==> config.mk <==
export PLATFORM = sky130hd
export DESIGN_NAME = muldiv_unit
export DESIGN_NICKNAME = d
export VERILOG_FILES = /design/src/rtl/muldiv_pkg.sv /design/src/rtl/muldiv_step.sv /design/src/rtl/muldiv_unit.sv
export SDC_FILE = /design/constraint.sdc
export NUM_CORES = 1
export LEC_CHECK = 0
export ABC_AREA = 1
export BUFFER_PORTS_ARGS = -buffer_cell sky130_fd_sc_hd__buf_4
export CELL_PAD_IN_SITES_DETAIL_PLACEMENT = 0
export CELL_PAD_IN_SITES_GLOBAL_PLACEMENT = 2
export CORE_AREA = 2 2 235 237
export CTS_CLUSTER_DIAMETER = 30
export DETAILED_ROUTE_END_ITERATION = 10
export DIE_AREA = 0 0 237 239
export GPL_TIMING_DRIVEN = 0
export HOLD_SLACK_MARGIN = 0.15
export PLACE_DENSITY = 0.84
export SLEW_MARGIN = 20
export SYNTH_ARGS = -nofsm -noshare
export SYNTH_HDL_FRONTEND = slang
export SYNTH_SLANG_ARGS = --single-unit
==> constraint.sdc <==
create_clock -name clk -period 7.5 [get_ports clk]
set_input_delay 0.375 -clock clk [delete_from_list [all_inputs] [get_ports clk]]
set_output_delay 0.375 -clock clk [all_outputs]
set_load 0.005 [all_outputs]
==> src/rtl/muldiv_pkg.sv <==
// Shared types and constants for the multiply/divide unit.
package muldiv_pkg;

  typedef enum logic [2:0] {
    OP_MULT  = 3'b000,
    OP_MULTU = 3'b001,
    OP_DIV   = 3'b010,
    OP_DIVU  = 3'b011,
    OP_MTHI  = 3'b100,
    OP_MTLO  = 3'b101
  } muldiv_op_t;

  typedef enum logic [1:0] {
    ST_IDLE = 2'd0,
    ST_RUN  = 2'd1,
    ST_FIX  = 2'd2
  } muldiv_state_t;

  // LO value written by a divide with a zero divisor.
  localparam logic [31:0] MULDIV_DIV0_LO = 32'hFFFF_FFFF;

endpackage

==> src/rtl/muldiv_step.sv <==
// One iteration of the multiply/divide datapath, purely combinational.
// Multiply: shift-add on {acc, multiplier}; bit_o is the bit shifted into the
// top of the multiplier register.
// Divide: restoring shift-subtract; mq_bit_i is the next dividend bit and
// bit_o is the new quotient bit.
module muldiv_step #(
  parameter int WIDTH = 32
) (
  input  logic [WIDTH-1:0] acc_i,
  input  logic             mq_bit_i,
  input  logic [WIDTH-1:0] opnd_i,
  input  logic             div_i,
  output logic [WIDTH-1:0] acc_o,
  output logic             bit_o
);

  logic [WIDTH:0]   sum;
  logic [WIDTH:0]   shifted;
  logic [WIDTH-1:0] diff;

  // Both candidate results are formed; div_i picks one.
  always_comb begin
    sum     = {1'b0, acc_i} + (mq_bit_i ? {1'b0, opnd_i} : '0);
    shifted = {acc_i, mq_bit_i};
    // True difference is below the divisor whenever it is used, so the
    // low WIDTH bits of a modular subtract are exact.
    diff    = shifted[WIDTH-1:0] - opnd_i;
    if (div_i) begin
      if (shifted >= {1'b0, opnd_i}) begin
        acc_o = diff;
        bit_o = 1'b1;
      end else begin
        acc_o = shifted[WIDTH-1:0];
        bit_o = 1'b0;
      end
    end else begin
      acc_o = sum[WIDTH:1];
      bit_o = sum[0];
    end
  end

endmodule

==> src/rtl/muldiv_unit.sv <==
// Iterative multiply/divide unit owning the HI/LO registers.
// Optional macro MULDIV_FAST_MUL_EN: multiplies are computed in one cycle with
// a full-width multiplier instead of the WIDTH-step shift-add loop.
module muldiv_unit
  import muldiv_pkg::*;
#(
  parameter int WIDTH = 32
) (
  input  logic             clk,
  input  logic             reset,
  input  logic             clk_enable,
  input  logic             start,
  input  logic [2:0]       op,
  input  logic [WIDTH-1:0] a,
  input  logic [WIDTH-1:0] b,
  output logic             busy,
  output logic             done,
  output logic [WIDTH-1:0] hi,
  output logic [WIDTH-1:0] lo
);

  localparam int CW = $clog2(WIDTH);

  muldiv_state_t    state_q, state_d;
  logic [CW-1:0]    cnt_q, cnt_d;
  logic [WIDTH-1:0] acc_q, acc_d;     // partial product high half / remainder
  logic [WIDTH-1:0] mq_q, mq_d;       // multiplier / dividend -> quotient
  logic [WIDTH-1:0] opnd_q, opnd_d;   // multiplicand / divisor magnitude
  logic             div_q, div_d;
  logic             neg_q, neg_d;     // negate product or quotient
  logic             rneg_q, rneg_d;   // negate remainder (sign of a)
  logic             div0_q, div0_d;
  logic [WIDTH-1:0] hi_q, hi_d;
  logic [WIDTH-1:0] lo_q, lo_d;
  logic             done_q, done_d;
  logic             busy_q;

  logic             sgn_op, sa, sb;
  logic [WIDTH-1:0] abs_a, abs_b;
  logic [WIDTH-1:0] step_acc;
  logic             step_bit;
  logic [2*WIDTH-1:0] prod_raw, prod_fix;
  logic [WIDTH-1:0] quo_fix, rem_fix;
`ifdef MULDIV_FAST_MUL_EN
  logic [2*WIDTH-1:0] fast_prod;
`endif

  assign busy = busy_q;
  assign done = done_q;
  assign hi   = hi_q;
  assign lo   = lo_q;

  muldiv_step #(.WIDTH(WIDTH)) u_step (
    .acc_i    (acc_q),
    .mq_bit_i (div_q ? mq_q[WIDTH-1] : mq_q[0]),
    .opnd_i   (opnd_q),
    .div_i    (div_q),
    .acc_o    (step_acc),
    .bit_o    (step_bit)
  );

  // Operand magnitudes and signs; the core always works on unsigned values.
  always_comb begin
    sgn_op = (op == OP_MULT) || (op == OP_DIV);
    sa     = sgn_op & a[WIDTH-1];
    sb     = sgn_op & b[WIDTH-1];
    abs_a  = sa ? -a : a;
    abs_b  = sb ? -b : b;
`ifdef MULDIV_FAST_MUL_EN
    fast_prod = {{WIDTH{1'b0}}, abs_a} * {{WIDTH{1'b0}}, abs_b};
`endif
  end

  // Sign correction applied in FIX.
  always_comb begin
    prod_raw = {acc_q, mq_q};
    prod_fix = neg_q ? -prod_raw : prod_raw;
    quo_fix  = neg_q ? -mq_q : mq_q;
    rem_fix  = rneg_q ? -acc_q : acc_q;
  end

  // Next-state and datapath control.
  always_comb begin
    state_d = state_q;
    cnt_d   = cnt_q;
    acc_d   = acc_q;
    mq_d    = mq_q;
    opnd_d  = opnd_q;
    div_d   = div_q;
    neg_d   = neg_q;
    rneg_d  = rneg_q;
    div0_d  = div0_q;
    hi_d    = hi_q;
    lo_d    = lo_q;
    done_d  = 1'b0;
    case (state_q)
      ST_IDLE: begin
        if (start) begin
          case (muldiv_op_t'(op))
            OP_MTHI: hi_d = a;
            OP_MTLO: lo_d = a;
            OP_MULT, OP_MULTU: begin
              div_d  = 1'b0;
              div0_d = 1'b0;
              neg_d  = sa ^ sb;
              rneg_d = 1'b0;
              cnt_d  = '0;
`ifdef MULDIV_FAST_MUL_EN
              {acc_d, mq_d} = fast_prod;
              state_d = ST_FIX;
`else
              acc_d   = '0;
              mq_d    = abs_b;
              opnd_d  = abs_a;
              state_d = ST_RUN;
`endif
            end
            OP_DIV, OP_DIVU: begin
              div_d  = 1'b1;
              neg_d  = sa ^ sb;
              rneg_d = sa;
              cnt_d  = '0;
              if (b == '0) begin
                // Keep the raw dividend so HI returns it unmodified.
                div0_d  = 1'b1;
                acc_d   = a;
                state_d = ST_FIX;
              end else begin
                div0_d  = 1'b0;
                acc_d   = '0;
                mq_d    = abs_a;
                opnd_d  = abs_b;
                state_d = ST_RUN;
              end
            end
            default: ;
          endcase
        end
      end
      ST_RUN: begin
        acc_d = step_acc;
        mq_d  = div_q ? {mq_q[WIDTH-2:0], step_bit} : {step_bit, mq_q[WIDTH-1:1]};
        cnt_d = cnt_q + CW'(1);
        if (cnt_q == CW'(WIDTH-1)) state_d = ST_FIX;
      end
      ST_FIX: begin
        if (!div_q) begin
          {hi_d, lo_d} = prod_fix;
        end else if (div0_q) begin
          hi_d = acc_q;
          lo_d = WIDTH'(MULDIV_DIV0_LO);
        end else begin
          hi_d = rem_fix;
          lo_d = quo_fix;
        end
        done_d  = 1'b1;
        state_d = ST_IDLE;
      end
      default: state_d = ST_IDLE;
    endcase
  end

  // State registers; everything holds while clk_enable is low.
  always_ff @(posedge clk or posedge reset) begin
    if (reset) begin
      state_q <= ST_IDLE;
      cnt_q   <= '0;
      acc_q   <= '0;
      mq_q    <= '0;
      opnd_q  <= '0;
      div_q   <= 1'b0;
      neg_q   <= 1'b0;
      rneg_q  <= 1'b0;
      div0_q  <= 1'b0;
      hi_q    <= '0;
      lo_q    <= '0;
      done_q  <= 1'b0;
      busy_q  <= 1'b0;
    end else if (clk_enable) begin
      state_q <= state_d;
      cnt_q   <= cnt_d;
      acc_q   <= acc_d;
      mq_q    <= mq_d;
      opnd_q  <= opnd_d;
      div_q   <= div_d;
      neg_q   <= neg_d;
      rneg_q  <= rneg_d;
      div0_q  <= div0_d;
      hi_q    <= hi_d;
      lo_q    <= lo_d;
      done_q  <= done_d;
      busy_q  <= (state_d != ST_IDLE);
    end
  end

endmodule

==> impl_metrics.tcl <==
set metrics [dict create \
    io_buffers 136 \
    hp-start "a[0]" \
    syn_to_final_growth_pct 13.8 \
    endpoint_kind "register" \
    critPathSlowestCell "a21oi_1" \
    dpl.hpwl_um 85000 \
    synthArstFlopShare_pct 100 \
    rows 86 \
    initial_utilization_pct 34.5 \
    reg2regPathDepth 20 \
    worstSetupPathType "register to register" \
    timing.hold.ws_ns 0.199 \
    cts_resized 0 \
    clockRootBuffer "clkbuf_16" \
    clock_latency_ns 0.52 \
    rr_startpoint "div_q" \
    cts_setup_buffers 0 \
    skew_ns 0.0147 \
    hold_viol 0 \
    grt_first_pass_wirelength_um 145000 \
    ys_warn_count 0 \
    peakVddDrop_mv 0.254 \
    avgSynthCellArea_um2 5.76 \
    antenna_cells 0 \
    fin_nets 3555 \
    fill_cells 6180 \
    routedWlPerCell_um 24.5 \
    drt_iter0_drc 2480 \
    final.period_utilization_pct 63.7 \
    yosys-top-cells-area "dfrtp_1, nand2_1, nor2_1, nand3_1, inv_1" \
    die_w_um 237 \
    synth_edf_count 0 \
    holdCritPathClass "input port to register" \
    grt_pass1_vias 21400 \
    synth_area_leader_cell "dfrtp_1" \
    ant_nets 0 \
    worst_pin_slew_ns 1.06 \
    fin_setup_tns_ns 0 \
    relSlewSlack_pct 28.8 \
    post-route-min-period_ns 4.78 \
    drc 0 \
    rsz0062_at_grt "false" \
    drv_cap 0 \
    crit_path_cell_trace "clkbuf_1 -> a21oi_1 -> clkbuf_1 -> inv_1 -> ha_1 -> ha_1 -> fa_1 -> nand3_1 -> nand3_1 -> nand2_1 -> nand2_1 -> nand2_1 -> nand2_1 -> nand2_1 -> nand2_1 -> nand2_1 -> nand3_1 -> nand2_1 -> nand2_1 -> a21oi_1" \
    cts.sinks 173 \
    vias 22900 \
    netlist_instances 3253 \
    p_leak_nw 10.4 \
    dominantRegCellSynth "dfrtp_1" \
    die_area_mm2 0.0566 \
    cts_hold_buf 2 \
    cp_slowest_stage_delay_ns 0.75 \
    finalInstanceArea_mm2 0.0213 \
    syn_area_mm2 0.0188 \
    crit_end "acc_q[27]" \
    crit_fanout 10 \
    numCtsBuffers 17 \
    cts.htree.levels 4 \
    ys_types 55 \
    status "completed" \
    cp.required_ns 7.94 \
    core_region_area_mm2 0.0543 \
    ys_ff_latch 173 \
    yosysTopAreaCellShare_pct 23.1 \
    setup_violations 0 \
    totalWireLength_um 101000 \
    fin_ws_ns 2.72 \
    finalWeightedCongestion 1.10 \
    die_h_um 239 \
    dp_slack_ns 2.87 \
    arrival_ns 5.22 \
    antenna_found_initial 1 \
    path_clk_slew_ns 0.08 \
    rrSetupSlack_ns 2.72 \
    p_per_area_mw_per_mm2 392 \
    gr-total-overflow 0 \
    detail_route.vias_per_cell 5.54 \
    setup.worst_path.start "div_q" \
    syn-num-nets 3397 \
    tritoncts "done" \
    slew_violations 0 \
    worst_setup_path_start_kind "register" \
    first_pass_iters 6 \
    place_area_mm2 0.0207 \
    cts_buffer_depth 2 \
    fmax_mhz 209 \
    yosysSeqAreaShare_pct 23.1 \
    grt_use_total_pct 35.4 \
    grt_max_degree 88 \
    layout-drive-gt1-share_pct 7.89 \
    r2r-end "acc_q[27]" \
    crit_top_cell "nand2_1" \
    top_level_ports 137 \
]
## final cells by class
| type | count | area (um2) | area share [%] |
|---|---|---|---|
| plain buffers | 118 | 554 | 2.60 |
| clock buffers | 18 | 439 | 2.06 |
| clock inverters | 14 | 196 | 0.920 |
| inverters | 403 | 1520 | 7.14 |
| multi-input cells | 2559 | 12400 | 57.9 |
| flip-flops and latches | 173 | 4330 | 20.3 |
| well taps | 704 | 881 | 4.13 |
| repair buffers | 139 | 1070 | 5.01 |
## per-stage QoR
step / util (%) / power [mW] / cells
3_5_place_dp: 38.1 / 7.21 / 4094
2_1_floorplan: - / 5.08 / 3253
4_1_cts: 39.3 / 8.24 / 4128
6_report: 39.3 / 8.36 / 4128
3_3_place_gp: 38.0 / 7.19 / 4093
5_1_grt: 39.3 / 8.98 / 4128
## cell usage after synthesis, types with 5 or more instances
cell type  instances
o22ai_1            7
buf_6              7
nor4_1             6
o21ai_1           20
inv_2              8
clkbuf_1          69
nor2_4             5
dfrtp_1          173
o21ai_0          189
a21oi_1          244
nor2_1           492
nor2_2            18
nand4_1           30
nand2_1          901
o21bai_1           7
ha_1              71
inv_1            391
nor3_1            31
o21a_1             8
xnor2_1           11
nand2_2            8
nand3b_1          14
xor2_1            54
nand3_1          342
o211ai_1          17
o31ai_1            9
or2_2              7
buf_1             13
a31oi_1           22
a22oi_1           13
buf_2             23
buf_4              5
## state kept, by name, indices dropped and copies added (netlist names)
name,flops
rneg_q,1
busy,1
acc_q,32
div0_q,1
neg_q,1
opnd_q,32
done,1
mq_q,32
cnt_q,5
div_q,1
lo,32
hi,32
state_q,2
## critical path: cells and delay by family (launching register included)
| family | cells | cell delay (ns) |
|---|---|---|
| AOI/OAI and AO/OA | 2 | 0.90 |
| buffers and inverters | 3 | 1.08 |
| and+or+nand+nor | 12 | 1.38 |
| adders and majority gates | 3 | 0.87 |
| DFF | 1 | 0.45 |
## worst min path at each step
stage / endpoint / slack, ns / cells past startpoint
3_5_place_dp: busy / 0.47 / 2
3_3_place_gp: cnt_q[4] / 0.47 / 2
5_1_grt: opnd_q[0] / 0.23 / 3
2_1_floorplan: cnt_q[4] / 0.46 / 2
6_report: opnd_q[0] / 0.20 / 3
4_1_cts: opnd_q[0] / 0.19 / 3
## layout by cell type (no fill, tap or decap), types with 13 or more instances in the layout
cell | netlist | layout
o211ai_1 | 17 | 17
dfrtp_1 | 173 | 173
inv_1 | 391 | 390
buf_4 | 5 | 141
clkbuf_16 | 0 | 17
nand4_1 | 30 | 30
nor2_2 | 18 | 18
a21oi_1 | 244 | 244
o21ai_1 | 20 | 20
a31oi_1 | 22 | 22
xor2_1 | 54 | 54
a22oi_1 | 13 | 13
clkbuf_1 | 69 | 69
ha_1 | 71 | 71
o21ai_0 | 189 | 189
nand3b_1 | 14 | 14
buf_1 | 13 | 13
nor3_1 | 31 | 31
nand3_1 | 342 | 342
nor2_1 | 492 | 492
nand2_1 | 901 | 901
buf_2 | 23 | 23
## layer usage
layer,wire [um],global-route usage (%),part of all wire [%]
met1,43900,47.4,43
met2,44200,55.3,44
met3,7770,6.13,7.7
met4,5180,17.0,5.1
met5,0,0,0
## cells by family (layout without fill, tap and decap cells)
| group | Yosys count | in the layout | synth area share (%) |
|---|---|---|---|
| compound gates | 546 | 546 | 15.8 |
| xor+xnor | 65 | 65 | 3.04 |
| fa+ha+maj | 73 | 73 | 4.95 |
| buf+inv | 521 | 692 | 11.0 |
| flops | 173 | 173 | 23.1 |
| simple gates | 1875 | 1875 | 42.1 |
## power breakdown
group | internal (mW) | total, mW | switching (mW)
clock | 0.519 | 1.02 | 0.503
sequential | 1.25 | 1.77 | 0.522
combinational | 1.72 | 5.57 | 3.85
total | 3.48 | 8.36 | 4.87
No activity file was read; power rests on OpenSTA's default activity.
